### src/rtl/pbs_pkg.sv
// Shared types and constants for the battle datapath: HP width, resolver
// state encoding, attacker encoding and the hit rule.
package pbs_pkg;

    localparam int HP_W = 4;

    typedef enum logic [1:0] {
        ST_IDLE  = 2'd0,
        ST_ROLL  = 2'd1,
        ST_DRAIN = 2'd2,
        ST_DONE  = 2'd3
    } state_e;

    localparam logic ATK_PLAYER = 1'b0;
    localparam logic ATK_AI     = 1'b1;

    // Accuracy 15 is a sure hit; otherwise the 4-bit roll must fall below it.
    function automatic logic roll_hits(input logic [3:0] roll, input logic [3:0] accu);
        return (accu == 4'hF) || (roll < accu);
    endfunction

endpackage

### src/rtl/move_resolver_lfsr8.sv
// Free-running 8-bit Fibonacci LFSR, x^8+x^6+x^5+x^4+1, shifting every cycle
// out of reset. Kept standalone so other blocks can draw their own sequence.
module lfsr8 #(
    parameter logic [7:0] SEED = 8'hA5
) (
    input  logic       clk,
    input  logic       reset_n,
    output logic [7:0] q
);

    logic [7:0] q_q;
    logic [7:0] q_d;

    always_comb begin
        q_d = {q_q[6:0], q_q[7] ^ q_q[5] ^ q_q[4] ^ q_q[3]};
    end

    always_ff @(posedge clk) begin
        if (!reset_n) begin
            q_q <= SEED;
        end else begin
            q_q <= q_d;
        end
    end

    assign q = q_q;

endmodule

### src/rtl/move_resolver.sv
// Resolves one attack per start pulse: rolls accuracy against the LFSR, then
// drains the target's HP one point per drain tick. Owns both HP registers.
//
// state    | meaning
// ---------+--------------------------------------------------------------
// ST_IDLE  | waiting; accepts new_battle (wins) or start
// ST_ROLL  | one cycle: compare roll with accuracy, latch hit
// ST_DRAIN | tick divider; one HP point off the target per terminal count
// ST_DONE  | one cycle: done pulse, then back to idle
module move_resolver
    import pbs_pkg::*;
#(
    parameter int         MAX_HP    = 15,
    parameter logic [7:0] LFSR_SEED = 8'hA5,
    parameter int         DRAIN_DIV = 1
) (
    input  logic            clk,
    input  logic            reset_n,
    input  logic            new_battle,
    input  logic            start,
    input  logic            attacker,
    input  logic [3:0]      move_dmg,
    input  logic [3:0]      move_accu,
    output logic [HP_W-1:0] p_hp,
    output logic [HP_W-1:0] ai_hp,
    output logic            busy,
    output logic            done,
    output logic            hit,
    output logic            p_ko,
    output logic            ai_ko
);

    localparam int              CNT_W   = (DRAIN_DIV > 1) ? $clog2(DRAIN_DIV) : 1;
    localparam logic [CNT_W-1:0] CNT_TC  = CNT_W'(DRAIN_DIV - 1);
    localparam logic [HP_W-1:0]  HP_INIT = HP_W'(MAX_HP);

    state_e           state_q;
    logic [HP_W-1:0]  p_hp_q;
    logic [HP_W-1:0]  ai_hp_q;
    logic             busy_q;
    logic             done_q;
    logic             hit_q;
    logic [CNT_W-1:0] cnt_q;
    logic [3:0]       rem_q;
    logic             atk_q;
    logic [3:0]       dmg_q;
    logic [3:0]       accu_q;

    logic [7:0]       lfsr_q;
    logic [HP_W-1:0]  tgt_hp;
    logic             roll_hit;
    logic             unused_lfsr;

    lfsr8 #(
        .SEED (LFSR_SEED)
    ) u_lfsr (
        .clk     (clk),
        .reset_n (reset_n),
        .q       (lfsr_q)
    );

    // Upper LFSR bits are reserved for other consumers of the same generator.
    assign unused_lfsr = ^lfsr_q[7:4];

    always_comb begin
        tgt_hp   = (atk_q == ATK_AI) ? p_hp_q : ai_hp_q;
        roll_hit = roll_hits(lfsr_q[3:0], accu_q);
    end

    always_ff @(posedge clk) begin
        if (!reset_n) begin
            state_q <= ST_IDLE;
            p_hp_q  <= HP_INIT;
            ai_hp_q <= HP_INIT;
            busy_q  <= 1'b0;
            done_q  <= 1'b0;
            hit_q   <= 1'b0;
            cnt_q   <= '0;
            rem_q   <= '0;
            atk_q   <= ATK_PLAYER;
            dmg_q   <= '0;
            accu_q  <= '0;
        end else begin
            done_q <= 1'b0;
            case (state_q)
                ST_IDLE: begin
                    if (new_battle) begin
                        p_hp_q  <= HP_INIT;
                        ai_hp_q <= HP_INIT;
                    end else if (start) begin
                        atk_q   <= attacker;
                        dmg_q   <= move_dmg;
                        accu_q  <= move_accu;
                        state_q <= ST_ROLL;
                        busy_q  <= 1'b1;
                    end
                end
                ST_ROLL: begin
                    hit_q <= roll_hit;
                    if (roll_hit && (dmg_q != 4'd0)) begin
                        rem_q   <= dmg_q;
                        cnt_q   <= '0;
                        state_q <= ST_DRAIN;
                    end else begin
                        state_q <= ST_DONE;
                        done_q  <= 1'b1;
                    end
                end
                ST_DRAIN: begin
                    if (tgt_hp == '0) begin
                        state_q <= ST_DONE;
                        done_q  <= 1'b1;
                    end else if (cnt_q == CNT_TC) begin
                        cnt_q <= '0;
                        rem_q <= rem_q - 4'd1;
                        if (atk_q == ATK_AI) begin
                            p_hp_q <= p_hp_q - 1'b1;
                        end else begin
                            ai_hp_q <= ai_hp_q - 1'b1;
                        end
                        // Leave as soon as this tick empties either the damage or the HP.
                        if ((rem_q == 4'd1) || (tgt_hp == HP_W'(1))) begin
                            state_q <= ST_DONE;
                            done_q  <= 1'b1;
                        end
                    end else begin
                        cnt_q <= cnt_q + 1'b1;
                    end
                end
                ST_DONE: begin
                    state_q <= ST_IDLE;
                    busy_q  <= 1'b0;
                end
                default: begin
                    state_q <= ST_IDLE;
                    busy_q  <= 1'b0;
                end
            endcase
        end
    end

    assign p_hp  = p_hp_q;
    assign ai_hp = ai_hp_q;
    assign busy  = busy_q;
    assign done  = done_q;
    assign hit   = hit_q;
    assign p_ko  = (p_hp_q == '0);
    assign ai_ko = (ai_hp_q == '0);

endmodule

### config.mk
export PLATFORM = sky130hd
export DESIGN_NAME = move_resolver
export DESIGN_NICKNAME = d
export VERILOG_FILES = /design/src/rtl/pbs_pkg.sv /design/src/rtl/move_resolver_lfsr8.sv /design/src/rtl/move_resolver.sv
export SDC_FILE = /design/constraint.sdc
export NUM_CORES = 1
export LEC_CHECK = 0
export ABC_AREA = 1
export CAP_MARGIN = 40
export CORE_MARGIN = 2
export CORE_UTILIZATION = 52
export DETAILED_ROUTE_END_ITERATION = 6
export PLACE_DENSITY = 0.89
export SYNTH_ARGS = -nofsm -noshare
export SYNTH_HDL_FRONTEND = slang
export SYNTH_HIERARCHICAL = 1
export SYNTH_SLANG_ARGS = --single-unit
### constraint.sdc
create_clock -name clk -period 2.87 [get_ports clk]
set_input_delay 0.287 -clock clk [delete_from_list [all_inputs] [get_ports clk]]
set_output_delay 0.287 -clock clk [all_outputs]
set_load 0.05 [all_outputs]
Word level (Yosys, flattened, before mapping)
Cells that the tools add are included.
- register bits: 35
- latch bits: 0
- RAM bits: 0
- ROM bits: 0
- input port bits: 13
- output and inout bits: 13
- word-level logic and storage cells: 88
- memories: 0
- $add $sub $neg: 4
- $mul: 0
- div/mod/pow operators: 0
- $lt $le $gt $ge: 1
- equality and inequality tests: 16
- shifts and indexed selects: 0
- multiplexer cells: 33
- bitwise operators: 4
- reductions and logical operators: 18
- operator list (kind ; count):
    2-to-1 mux 4 bit ; 11
    case mux 4 bit (2 select lines) ; 3
    inequality test 2 bit (second input constant) ; 8
    logical NOT 4 bit ; 3
    subtractor 4 x 1 -> 4 bit (second input constant) ; 3
    2-to-1 mux 1 bit ; 10
    2-to-1 mux 2 bit ; 5
    AND reduction 5 bit ; 2
    AND reduction 3 bit ; 3
    equality test 4 x 1 -> 1 bit (second input constant) ; 2
    case mux 2 bit (4 select lines) ; 1
    AND reduction 4 bit ; 2
    inequality test 3 bit (second input constant) ; 2
    case mux 1 bit (2 select lines) ; 3
    nonzero test 2 bit ; 3
    equality test 2 bit (second input constant) ; 2
    equality test 4 bit (second input constant) ; 1
    < comparator 4 bit ; 1
    nonzero test 4 bit ; 1
    XOR 1 bit ; 3
    equality test 2 x 1 -> 1 bit (second input constant) ; 1
    logical NOT 2 bit ; 1
    logical OR 1 bit ; 2
    adder 1 bit (second input constant) ; 1
    2 further kinds ; 2

Longest topological paths before layout
Gate-level depths: netlist (run 1).
- depth after elaboration: 7
- depth in mapped cells: 13
- depth with buffers taken out: 12

Modules after synthesis
Netlist (run 1), hierarchy kept.
- modules (own cells, without submodules) (module ; times used ; cells each ; area an instance (um^2) ; seq. area each (um^2)):
    move_resolver ; 1 ; 198 ; 1426.4 ; 520.5
    lfsr8 ; 1 ; 48 ; 339.1 ; 160.2

Worst setup path after synthesis (run 1)
No wires, ideal clock.
- kind: register to output
- start: reg p_hp_q[0] (netlist: p_hp[0])
- end: out p_ko
- arrival time: 2.001 ns
- data required time: 2.583 ns
- path slack: 0.582 ns
- stages on the path, launching flop included: 4
- path buffers: 0
- path through: dfxtp_1 -> inv_1 -> ha_1 -> nor3b_1
- longest elaborated chain between the ends: 1
- ends and longest elaborated chain (element ; line ; source):
    start: declaration ; move_resolver.sv:38 ; logic [HP_W-1:0] p_hp_q;
    start signal: assignment ; move_resolver.sv:117 ; p_hp_q <= p_hp_q - 1'b1;
    logical NOT 4 bit ; move_resolver.sv:147 ; assign p_ko = (p_hp_q == '0);
    end: declaration ; move_resolver.sv:29 ; output logic p_ko,
No other way between the ends.

Worst setup path after layout (run 1)
Ends and elaborated chain as after synthesis.

==> results by stage, run 1 <==
Clocking:
- The number of hold-repair buffers added at the cts stage is 0.
- The source-to-sink clock delay at the later pin of the worst-skew pair is 0.34 ns.
- The tree is rooted in a sky130_fd_sc_hd__clkbuf_4.
- The number of buffers on the longest clock path is 2.
- The post-CTS setup repair buffer count is 0.
- The number of clock buffers added by TritonCTS is 5.
- The H-tree was split into 2 levels.
- The TritonCTS clock tree is built.
- The number of instances resized during post-cts repair is 0.
- The sink count of the clock tree is 34.
- The clock input transition at the sequential cells of the worst setup and hold paths is 0.11 ns.

Logic synthesis:
- The net count after synthesis is 267.
- A synthesized cell averages 7.17 µm².
- The cell count after synthesis is 243.
- Yosys printed 6 warnings.
- The cell area after technology mapping is 0.00174 mm².

Critical path:
- The critical path goes through inv_1 -> ha_1 -> nor3b_1 -> clkdlybuf4s50_1.
- STA puts the critical path data arrival time at 1.98 ns.
- The kind of launch point of the worst setup path is a flop.
- The master of the slowest instance on the critical path is sky130_fd_sc_hd__clkdlybuf4s50_1.
- The number of cells on the worst reg-to-reg path is 10.
- The critical path contains buffers and inverters numbering 2 combined.
- In this design, the stage delay of the slowest critical-path cell is 0.83 ns.
- The cell depth of the worst setup path is 4.
- Grouping stages by cell kind, the critical path spends the most delay in buffers and inverters.
- The type of destination of the critical path is a primary output.
- The required time at the worst-slack endpoint is 2.58 ns.
- The largest fanout on the critical path is 3.
- The category of the most critical setup path is flop to primary output.

Detailed routing:
- The iteration count of the initial detailed-routing pass is 4.
- In the routed design, unresolved DRC markers number 0.
- After the first detailed-routing iteration, the DRC count stood at 63.
- The routed wirelength normalized by instance count is roughly 11 µm.
- The detail route stage leaves a number of antenna-violating nets equal to 0.
- The routed layout has 1,536 vias.
- The aggregate routed wire length is about 3400 µm.
- After detailed routing, the number of vias per cell comes to 4.89.

Hold path:
- In this run the worst hold path is classified as flop to flop.
- The worst hold path cell count is 2.

Timing:
- The minimum hold slack is 0.429 ns.
- The final sum of negative setup slack is 0 ns.
- The clock arrives with 0.00743 ns of skew.
- The transition time of the tightest slew-check pin is 0.653 ns.
- The final hold violation count came to 0.
- Setup repair after global routing left no endpoint under its margin.
- The final period demand of the worst path is ~2.3 ns.
- The period utilization is 0.789.
- Timing would allow up to approximately 440 MHz.
- The worst slew margin relative to its limit is 0.563.
- The total of endpoints with negative setup slack in the final report is 0.
- The max-slew violation count came to 0.

Placed design:
- The count of buffers added on input and output ports is 25.
- The wire-length estimate of the detail-placed layout is 2590 µm.
- The routability congestion estimate is 0.856.
- The cell area after placement is 0.00200 mm².

Global routing:
- Entering global routing, the biggest net connects 21 pins.
- The number of antenna violations at the first check in global routing came to 0.
- The number of global-route vias before repair is 1,391.
- The global-route congestion overflow total is 0.
- The first global-routing pass estimated 5560 µm of wire.
- The all-layer global routing usage is 0.198.

Cells and area:
- After routing the design area is between 0.002 and 0.0025 mm².
- Counting the fill cells in the layout gives 296.
- The number of antenna diodes in the final layout is 0.
- The layout overhead on the synthesized area is 21.1%.
- Of the cells placed in the final design, the portion with a size suffix greater than 1 is 0.0672.
- The final net count is 291.
- The utilization after layout is 0.643.

Power and ir drop:
- IR analysis of the VDD net gives a maximum drop of 0.478 mV.
- The power density over the cells is 933 mW/mm².
- The leakage power summed over all cells is 1.03 nW.
- The power after layout is slightly below 2 mW.

Floorplanning:
- The cell row count is 21.
- The effective utilization at floorplan is 0.531.
- The die footprint is 0.00383 mm².
- The die width is 61.9 µm.
- Measured along the y axis, the die boundary spans 61.9 µm.
- 26 I/O pins were placed.
- The total area inside the core boundary comes to around 0.0033 mm².

Job:
- The total of max-cap violations is 0.

Status:
- The run finished with clean final reports.
-- metal layers --
metal,routed length (µm),GRT usage
met1,1460,0.219
met2,1700,0.353
met4,65,0.0912
met5,0,0
met3,137,0.0497
-- state kept, by name, indices dropped and copies added (netlist names) --
| register | count |
|---|---|
| atk_q | 1 |
| done | 1 |
| hit | 1 |
| busy | 1 |
| accu_q | 4 |
| ai_hp | 4 |
| rem_q | 4 |
| state_q | 2 |
| p_hp | 4 |
| u_lfsr/q | 8 |
| dmg_q | 4 |
-- where the power goes --
group / internal [mW] / total (mW) / switching, mW
logic: 0.308 / 0.860 / 0.551
clock network: 0.295 / 0.458 / 0.163
registers: 0.574 / 0.651 / 0.0763
-- area by class of cell --
| cell class | count | area [µm²] | share of cell area |
|---|---|---|---|
| multi-input combinational | 156 | 831 | 0.394 |
| clock inverter | 2 | 60.1 | 0.0285 |
| sequential | 34 | 681 | 0.322 |
| timing repair buffer | 26 | 258 | 0.122 |
| clock buffer | 6 | 51.3 | 0.0243 |
| inverter | 44 | 173 | 0.0818 |
| tap | 46 | 57.6 | 0.0273 |
-- final timing paths --
path	start	endpoint	slack (ns)
min reg2reg	u_lfsr/q[6]	u_lfsr/q[7]	0.43
max reg2reg	state_q[0]	rem_q[3]	0.98
max	p_hp[0]	p_ko	0.60
min	u_lfsr/q[6]	u_lfsr/q[7]	0.43
-- through the flow --
step                setup slack, ns  instances
finish                        0.605        314
global route                  0.388        314
CTS                           0.584        314
detailed placement            0.970        306
global placement              0.992        306
floorplan                     0.582        243
-- worst min-delay path: stages (launching register included) --
cell and delay [ns]:
sky130_fd_sc_hd__dfxtp_1 0.32, sky130_fd_sc_hd__inv_1 0.03, sky130_fd_sc_hd__nand2_1 0.04
-- cell usage in the layout (no fill, tap or decap), types with 3 or more instances in the layout --
cell                               n
sky130_fd_sc_hd__clkdlybuf4s50_1  25
sky130_fd_sc_hd__inv_1            43
sky130_fd_sc_hd__nand2_2           4
sky130_fd_sc_hd__clkbuf_4          5
sky130_fd_sc_hd__o21ai_0          17
sky130_fd_sc_hd__dfxtp_1          34
sky130_fd_sc_hd__nand3_1          15
sky130_fd_sc_hd__a21oi_1          18
sky130_fd_sc_hd__nand2_1          56
sky130_fd_sc_hd__nor3_1            3
sky130_fd_sc_hd__ha_1             11
sky130_fd_sc_hd__nor2_1           16
(Power assumes the default switching activity.)
==> run 2, diff against run 1 <==
- CORE_UTILIZATION: 52 -> 48
- PLACE_DENSITY: 0.89 -> 0.87
- clock period: 2.87 -> 1.9 ns (I/O delays scaled with it)
==> run 2 against run 1 <==
Flip-flop and latch count unchanged. Final area down 0.41%. Core utilization down 2.7 points. Critical path depth down 3. Sequential power up 52%. Via count up 1.2%. Total power up 40%. Register-to-register slack worse by 0.81 ns. Clock power down 6.6%. Global-route usage down 1.1 points. Count of clock-buffer cells in the layout unchanged. Critical path type unchanged.
==> results by stage, run 2 (synthesis results as in run 1) <==
Cells and area:
- Leaving out fill and tap cells, the most frequent cells in the layout are sky130_fd_sc_hd__nand2_1, sky130_fd_sc_hd__inv_1, sky130_fd_sc_hd__dfxtp_1.
- The count of inserted antenna diode cells is 0.
- The final net count is approximately 300.
- The most common library cell in the layout ignoring fill and taps is sky130_fd_sc_hd__nand2_1.
- For this run, the share of the core covered by cells in the final layout is 0.615.
- The layout overhead on the synthesized area is 20.6%.
- In the final layout, the share of cells above drive strength 1 is 0.0963.
- The register with the most flip-flops in the layout has 8 of them.
- The final instance area is around 0.0021 mm².

Detailed routing:
- The remaining design rule violation count is 0.
- The initial detailed-routing violation count is 76.
- The routed layout has 1,554 vias.
- The number of nets with antenna violations after routing is 0.
- In the routed layout, each cell is associated on average with a via count of around 5.
- The aggregate routed wire length is about 3400 µm.
- The iteration count of the initial detailed-routing pass is 4.
- After detailed routing, the average wire length per cell comes to 10.9 µm.

Critical path:
- For this design, the slowest cell found on the critical path is sky130_fd_sc_hd__clkdlybuf4s50_1.
- The path depth of the worst reg2reg path is 12.
- For the worst setup path, the data required time is 1.71 ns.
- The worst setup path is of the flop to primary output kind.
- The critical path goes through clkdlybuf4s50_1.
- The cell depth of the worst setup path is 1.
- The kind of launch point of the worst setup path is a flop.
- Tracing the worst setup path back leads to its startpoint at p_hp[2].
- The largest fanout on the critical path is 5.
- Counting both buffers and inverters, the worst setup path holds a total of 1.
- STA classifies the critical path endpoint as a primary output.
- The endpoint of the lowest-slack register-to-register path is p_hp[2].
- The kind of cell with the highest combined delay along the critical path is buffers and inverters.
- The worst reg-to-reg setup slack is 0.17 ns.
- In this design, the stage delay of the slowest critical-path cell is ~0.84 ns.
- The endpoint of the most critical setup path is p_hp[2].
- The data arrival time of the critical path is ~1.6 ns.
- The startpoint identified for the worst register-to-register timing path is state_q[0].

Clocking:
- The TritonCTS clock tree is built.
- The later pin in the worst-skew pair is clocked with a latency of 0.35 ns.
- The number of H-tree levels is 2.
- Clock tree synthesis inserted a total of 5 buffers.
- The number of buffers on the longest clock path is 2.
- The sink count of the clock tree is 34.
- The root buffer cell is sky130_fd_sc_hd__clkbuf_4.
- The number of hold-repair buffers added at the cts stage is 0.
- The clock input transition at the sequential cells of the worst setup and hold paths is 0.11 ns.

Floorplanning:
- After floorplanning, the core was divided into 21 placement rows.
- The core region is 0.00342 mm².
- The floorplan step set the die height to 64.3 µm.
- The effective utilization at floorplan is 0.510.
- The floorplan step defined a die boundary enclosing 0.00413 mm².
- Pin placement for this block handled 26 I/O pins.
- In this run the horizontal extent of the chip is roughly 64 µm.

Placed design:
- Detailed placement finished with a half-perimeter wire length of 2550 µm.
- During placement, the flow inserted port buffers numbering 25.
- The pre-CTS worst setup slack is 0.0821 ns.
- The cell area after placement is 0.00203 mm².
- The congestion estimate from routability-driven global placement came to 0.892.

Timing:
- The fmax is 556 MHz.
- Hold timing on the final database bottoms out at a slack of 0.418 ns.
- The post-route clock skew is about 0.0069 ns.
- The final hold violation count was 0.
- The total of endpoints with negative setup slack in the final report is 0.
- In the post-route analysis, the smallest setup slack over all paths is 0.100 ns.
- The max-slew violation count was 0.
- The final sum of negative setup slack is 0 ns.
- Setup repair after global routing left no endpoint under its margin.
- The final period demand of the worst path is 1.80 ns.
- The worst slew margin relative to its limit is 0.666.
- The period utilization is 0.947.
- For the pin with the worst max-slew slack, the measured transition is ~0.50 ns.

Global routing:
- The all-layer global routing usage is 0.187.
- The met2 routing resource usage after global routing is 0.316.
- For this run, global-route usage on met3 was measured as 0.0546.
- The first global-routing pass estimated 6070 µm of wire.
- Entering global routing, the biggest net connects 29 pins.
- The routing usage on met1 is 0.216.
- The number of global-route vias before repair came to about 1,500.
- The number of antenna violations at the first check in global routing is 0.
- The global-route congestion overflow total is 0.
- The layer with the highest usage is met2.

Status:
- The run finished with clean final reports.

Hold path:
- Counting instances, the worst hold path has a depth of 2.
- The path class of the tightest hold or removal check is flop to flop.

Power and ir drop:
- The leakage power summed over all cells is 1.02 nW.
- In this run the power density over the cells is 1310 mW/mm².
- The worst supply voltage drop on vdd is about 0.58 mV.

Job:
- The total of max-cap violations is 0.
==> run 2: worst min path at each step <==
stage / startpoint / to / slack, ns
5_1_grt: u_lfsr/q[6] / u_lfsr/q[7] / 0.45
4_1_cts: u_lfsr/q[6] / u_lfsr/q[7] / 0.43
3_3_place_gp: u_lfsr/q[6] / u_lfsr/q[7] / 0.38
3_5_place_dp: u_lfsr/q[6] / u_lfsr/q[7] / 0.40
2_1_floorplan: u_lfsr/q[6] / u_lfsr/q[7] / 0.38
6_report: u_lfsr/q[6] / u_lfsr/q[7] / 0.42
==> run 2: per-layer routing <==
layer / part of all wire / vias to the layer above
met5: 0 / -
met4: 0.017 / 0
met3: 0.041 / 6
met2: 0.48 / 36
met1: 0.46 / 703
li1: - / 809
==> run 2: cell type report <==
class | instances | area (µm²)
Clock inverter | 2 | 12.5
Fill cell | 305 | 1310
Clock buffer | 6 | 51.3
Timing Repair Buffer | 28 | 280
Tap cell | 46 | 57.6
Sequential cell | 34 | 681
Multi-Input combinational cell | 156 | 847
Inverter | 44 | 173
==> run 2: stage by stage <==
stage	total power, mW	std cells
after floorplan	2.01	243
after global placement	2.27	308
after detailed placement	2.31	308
after CTS	2.74	316
after global routing	2.99	316
final	2.75	316
==> run 2: where the power goes <==
part	total, mW	leakage (nW)	internal [mW]	switching [mW]
Combinational	1.33	0.704	0.490	0.843
Sequential	0.987	0.280	0.868	0.119
Clock	0.428	0.0343	0.178	0.250
==> run 2: what timing repair did <==
action	in CTS	in global routing
setup endpoints to repair	0	11
hold endpoints to repair	0	0
gates resized for setup	0	2
buffers inserted	0	0
==> run 2: worst register-to-register path: stages, from the launching register on <==
cell                      delay [ns]
sky130_fd_sc_hd__dfxtp_1        0.41
sky130_fd_sc_hd__inv_1          0.09
sky130_fd_sc_hd__ha_2           0.27
sky130_fd_sc_hd__inv_8          0.10
sky130_fd_sc_hd__nor2_4         0.05
sky130_fd_sc_hd__nand2_2        0.07
sky130_fd_sc_hd__o21ai_2        0.07
sky130_fd_sc_hd__nand2_2        0.07
sky130_fd_sc_hd__nand2_2        0.07
sky130_fd_sc_hd__nor2_4         0.16
sky130_fd_sc_hd__nand2_2        0.07
sky130_fd_sc_hd__or2_0          0.20
sky130_fd_sc_hd__nand2_1        0.07
